--- src/rtl/skid_pkg.sv ---
// -----------------------------------------------------------------------------
// skid_pkg
//   Shared constants for the registered skid buffer.
//   ST_W     : width of the occupancy/state code
//   S_EMPTY  : no beat held
//   S_BUSY   : one beat held in the main register
//   S_FULL   : main and skid registers both hold a beat
// The state code is also the occupancy count exported on occ_o.
// -----------------------------------------------------------------------------
package skid_pkg;

    localparam int ST_W = 2;

    typedef logic [ST_W-1:0] skid_state_t;

    localparam skid_state_t S_EMPTY = 2'd0;
    localparam skid_state_t S_BUSY  = 2'd1;
    localparam skid_state_t S_FULL  = 2'd2;

endpackage

--- src/rtl/skid_sat_cnt.sv ---
// -----------------------------------------------------------------------------
// skid_sat_cnt
//   Saturating up-counter: counts cycles with inc_i high, sticks at all-ones.
//   Parameters:
//     W      : counter width
//   Ports:
//     clk    : rising-edge clock
//     reset  : synchronous active-low reset, clears the count
//     inc_i  : increment request for this cycle
//     cnt_o  : current count
// -----------------------------------------------------------------------------
module skid_sat_cnt #(
    parameter int W = 16
) (
    input  logic         clk,
    input  logic         reset,
    input  logic         inc_i,
    output logic [W-1:0] cnt_o
);

    logic [W-1:0] cnt_q;

    always_ff @(posedge clk) begin
        if (!reset) begin
            cnt_q <= '0;
        end else if (inc_i && (cnt_q != '1)) begin
            cnt_q <= cnt_q + W'(1);
        end
    end

    assign cnt_o = cnt_q;

endmodule

--- src/rtl/skid_buffer_reg.sv ---
// -----------------------------------------------------------------------------
// skid_buffer_reg
//   Fully registered 2-entry skid buffer for a valid/ready stream. Downstream
//   valid/data come straight from the main register and upstream ready comes
//   from the skid occupancy, so no combinational path crosses the stage.
//
//   Handshake: a beat moves across an interface on a rising clk edge where
//   both valid and ready are 1. A source holding valid=1 keeps valid and data
//   stable until that edge; ready may change freely. Here
//     in_hs  = i_valid_i & i_ready_o
//     out_hs = e_valid_o & e_ready_i
//
//   Parameters:
//     DATA_W      : payload width
//     CNT_W       : stall counter width (statistics build only)
//   Ports:
//     clk         : rising-edge clock
//     reset       : synchronous active-low reset
//     flush_i     : synchronous flush, drops every held beat
//     i_valid_i   : upstream valid
//     i_data_i    : upstream payload
//     i_ready_o   : upstream ready
//     e_ready_i   : downstream ready
//     e_valid_o   : downstream valid (registered)
//     e_data_o    : downstream payload (registered)
//     occ_o       : beats held (0..2), equal to the internal state code
//     stall_cnt_o : cycles with e_valid_o=1 and e_ready_i=0, saturating;
//                   present only when SKID_STATS_EN is defined
//
//   Build option: define SKID_STATS_EN to add the stall counter and port.
// -----------------------------------------------------------------------------
module skid_buffer_reg
    import skid_pkg::*;
#(
    parameter int DATA_W = 8,
    parameter int CNT_W  = 16
) (
    input  logic              clk,
    input  logic              reset,
    input  logic              flush_i,
    input  logic              i_valid_i,
    input  logic [DATA_W-1:0] i_data_i,
    output logic              i_ready_o,
    input  logic              e_ready_i,
    output logic              e_valid_o,
    output logic [DATA_W-1:0] e_data_o,
    output logic [1:0]        occ_o
`ifdef SKID_STATS_EN
    ,
    output logic [CNT_W-1:0]  stall_cnt_o
`endif
);

    skid_state_t       state_q;
    logic [DATA_W-1:0] main_q;
    logic [DATA_W-1:0] skid_q;
    logic              main_v;
    logic              skid_v;
    logic              in_hs;
    logic              out_hs;

    assign main_v = (state_q == S_BUSY) || (state_q == S_FULL);
    assign skid_v = (state_q == S_FULL);

    // Outputs are forced to their idle values while reset is held low, so
    // they are clean even before the first reset edge has cleared the state.
    assign i_ready_o = reset & ~skid_v;
    assign e_valid_o = reset & main_v;
    assign e_data_o  = reset ? main_q : '0;
    assign occ_o     = reset ? state_q : '0;

    assign in_hs  = i_valid_i & i_ready_o;
    assign out_hs = e_valid_o & e_ready_i;

    always_ff @(posedge clk) begin
        if (!reset) begin
            state_q <= S_EMPTY;
            main_q  <= '0;
            skid_q  <= '0;
        end else if (flush_i) begin
            // Data registers keep their contents; only occupancy is dropped.
            state_q <= S_EMPTY;
        end else begin
            case (state_q)
                S_EMPTY: begin
                    if (in_hs) begin
                        main_q  <= i_data_i;
                        state_q <= S_BUSY;
                    end
                end
                S_BUSY: begin
                    if (in_hs && out_hs) begin
                        main_q <= i_data_i;
                    end else if (in_hs) begin
                        // Downstream stalled: park the new beat behind main.
                        skid_q  <= i_data_i;
                        state_q <= S_FULL;
                    end else if (out_hs) begin
                        state_q <= S_EMPTY;
                    end
                end
                S_FULL: begin
                    // i_ready_o is low here, so only the drain can happen.
                    if (out_hs) begin
                        main_q  <= skid_q;
                        state_q <= S_BUSY;
                    end
                end
                default: state_q <= S_EMPTY;
            endcase
        end
    end

`ifdef SKID_STATS_EN
    logic [CNT_W-1:0] stall_cnt;

    skid_sat_cnt #(
        .W (CNT_W)
    ) u_stall_cnt (
        .clk   (clk),
        .reset (reset),
        .inc_i (e_valid_o & ~e_ready_i),
        .cnt_o (stall_cnt)
    );

    assign stall_cnt_o = reset ? stall_cnt : '0;
`else
    // CNT_W only sizes the statistics counter; this empty block keeps the
    // parameter referenced in the plain build.
    if (CNT_W > 0) begin : g_no_stats
    end
`endif

endmodule

--- config.mk ---
export PLATFORM = sky130hd
export DESIGN_NAME = skid_buffer_reg
export DESIGN_NICKNAME = d
export VERILOG_FILES = /design/src/rtl/skid_pkg.sv /design/src/rtl/skid_sat_cnt.sv /design/src/rtl/skid_buffer_reg.sv
export SDC_FILE = /design/constraint.sdc
export NUM_CORES = 1
export LEC_CHECK = 0
export CORE_MARGIN = 2
export CORE_UTILIZATION = 25
export DETAILED_ROUTE_END_ITERATION = 8
export PLACE_DENSITY = 0.51
export SLEW_MARGIN = 20
export SYNTH_ARGS = -nofsm -noshare
export SYNTH_HDL_FRONTEND = slang
export SYNTH_SLANG_ARGS = --single-unit
--- constraint.sdc ---
create_clock -name clk -period 5.9 [get_ports clk]
set_input_delay 1.18 -clock clk [delete_from_list [all_inputs] [get_ports clk]]
set_output_delay 1.18 -clock clk [all_outputs]
set_load 0.03 [all_outputs]
==> summary.txt <==
Die
  • Row cnt: 23
  • Die W: 68.84 um
  • Starting density of the core: 26.09%
  • Core ar.: 4029 um^2
  • Total die area: 4739 um^2
  • I/O pins: 25
  • Die Y: 68.84 um

Synthesis
  • Adder-Cell Fraction of Synth Area: 4.762%
  • Largest family of logic cells by synthesized area: multiplexers
  • Yosys top cell by area: dfxtp_1
  • Post-synth cell types: 25
  • Top cells by area, synth: dfxtp_1 34%, mux2i_1 15%, mux2_4 11%, nor2b_1 11%, and2_1 6.0%
  • Number of synthesized flops with an enable pin: 0
  • Top cell type's share of synthesized area: 34.29%
  • Post-Syn Nets: 121
  • Post-synthesis mux area share: 26.67%
  • Simple-gate share of the synthesized area: 25.24%
  • Cell Area, Synth: 1051 um^2
  • Yosys reg bits: 18
  • Synth warn: 0
  • Syn Inst Count: 104
  • Synth Area in XOR/XNOR: 0%
  • Sequential share of the synthesized area: 34.29%
  • Synth Area in Compound Gates: 5.238%
  • FFs w/ async S/R, synth: 0%
  • Most used DFF post-synth: dfxtp_1
  • Avg Cell Area, Syn: 10.11 um^2
  • Synth cell count leaders: 18 x dfxtp_1, 18 x nor2b_1, 16 x mux2i_1

Clock tree
  • CTS sink count: 18
  • Hold-fix buffers, CTS: 0
  • Resized Gates After CTS: 0
  • CTS H-Tree Depth: 1
  • Clk Latency, worst-skew pair: 0.25 ns
  • Setup Fix Bufs, Post-CTS: 0
  • TritonCTS buffer count: 3
  • Maximum buffer depth of the clock tree: 2
  • Reg clk slew, reported paths: 0.07 ns
  • Root Buffer: clkbuf_8
  • CTS tree: done

Drt
  • # DRC: 0
  • Detailed Route WL: 2169 um
  • Vias: 771
  • Initial DRC count: 30
  • Via/cell ratio: 4.381
  • DR top layer: met4
  • Pre-antenna DRT Iters: 4
  • Antenna Nets Post-Route: 0
  • Metal-1 WL: 1041 um
  • Metal3 WL: 80 um
  • WL per Instance: 12.32 um
  • Met2 WL post-DR: 1029 um

Timing
  • Setup violators final: 0
  • Period utilisation layout: 74.73%
  • Worst clock skew: 0.003789 ns
  • Hold slack: 0.5231 ns
  • Rel. slew slack: 36.74%
  • Setup TNS: 0 ns
  • RSZ-0062 raised after global routing: false
  • Slew @ Worst Pin: 0.9459 ns
  • Fin. max-slew vios: 0
  • Fmax: 226.8 MHz
  • Final Hold Fails: 0
  • Min Tclk post-route: 4.409 ns

Setup path
  • Kind of critical path: in -> out
  • Crit end category: output port
  • Worst path arrival time: 3.23 ns
  • CP startpoint kind: input pin
  • Critical path fanouts, max: 35
  • WP data required: 4.72 ns

Layout
  • P&R area growth vs syn: 30.95%
  • Nets@finish: 144
  • Antenna Cells: 0
  • Final Core Density: 34.16%
  • Share of cells above drive strength 1: 12.70%

Global route
  • Largest net degree at the start of global routing: 36
  • First-pass GRT wire length: 3408 um
  • Total GRT Usage: 9.658%
  • Vias in the first global route: 755
  • Gr ovfl total: 0
  • Initial antenna violation count: 0

Flow run
  • Max Cap Violations: 0

Placed design
  • I/O Buffers: 24
  • Post-DP HPWL: 1552 um
  • Gpl congestion: 0.7110

Pwr
  • LEAKAGE: 0.5763 nW
  • Power density over the cells: 205.4 nW/um^2
  • Max VDD drop: 0.07042 mV

Outcome
  • Outcome: complete, no violations

Min path
  • Min-Delay Path Class: reg -> reg
-- routing by layer --
layer | vias up | global-route usage [%]
li1 | 399 | -
met1 | 351 | 12.12
met2 | 19 | 16.11
met3 | 2 | 2.110
met4 | 0 | 3.676
met5 | - | 0
-- layout make-up --
class	instances	area [um^2]
sequential	18	360.3
tap	50	62.56
timing repair buffer	24	240.2
fill	415	2653
clock buffer	4	55.05
multi-input combinational	78	650.6
inverter	2	7.507
-- where the power goes --
group	total [W]	internal [W]	switching (W)
combinational	0.0000536	0.0000284	0.0000252
sequential	0.000128	0.000126	0.00000156
clock	0.000102	0.0000593	0.0000423
total	0.000283	0.000214	0.0000691
-- worst max-delay path: stages --
cell	delay, ns
clkdlybuf4s50_1	1.09
and2_2	0.29
clkdlybuf4s50_1	0.66
-- state kept, by name, indices dropped and copies added, names as in the netlist --
| name | cells |
|---|---|
| main_q | 8 |
| skid_q | 8 |
| state_q | 2 |
-- cell usage in the layout, fill, tap and decap left out --
master	n
nand2b_1	2
mux2_4	8
a211o_1	3
nor2_1	2
or3_1	1
mux2i_1	16
a211oi_1	1
nand4_1	2
o31ai_1	1
a21oi_1	1
nand4b_1	1
nand3_1	2
nor2b_1	18
nand2_1	2
clkbuf_8	4
inv_1	2
clkdlybuf4s50_1	24
and2_2	1
ha_1	4
nand2_2	1
and2_1	10
a31o_2	1
and4b_2	1
dfxtp_1	18
-- stage by stage --
step            power, W  setup slack, ns  std cells  cell area [um^2]
6_report       0.0002827            1.491        176              1376
5_1_grt        0.0002968            1.318        176              1376
4_1_cts        0.0002885            1.460        176              1376
3_5_place_dp   0.0001845            1.472        172              1321
3_3_place_gp   0.0001839            1.466        172              1321
2_1_floorplan  0.0001655            2.643        104              1051
-- worst paths after layout --
| path | from | endpoint | slack (ns) | cells past startpoint |
|---|---|---|---|---|
| worst max register to register | state_q[0] | main_q[0] | 3.43 | 6 |
| worst max-delay path | reset | e_valid_o | 1.49 | 3 |
| worst min register to register | skid_q[5] | skid_q[5] | 0.52 | 2 |
| worst min-delay path | skid_q[5] | skid_q[5] | 0.52 | 2 |
-- logic make-up after synthesis --
| group | count (synthesis) |
|---|---|
| buffers and inverters | 8 |
| adders and majority gates | 4 |
| AOI/OAI and AO/OA | 7 |
| muxes | 24 |
| DFF | 18 |
| and+or+nand+nor | 43 |
No activity file was read; power rests on OpenSTA's default activity.
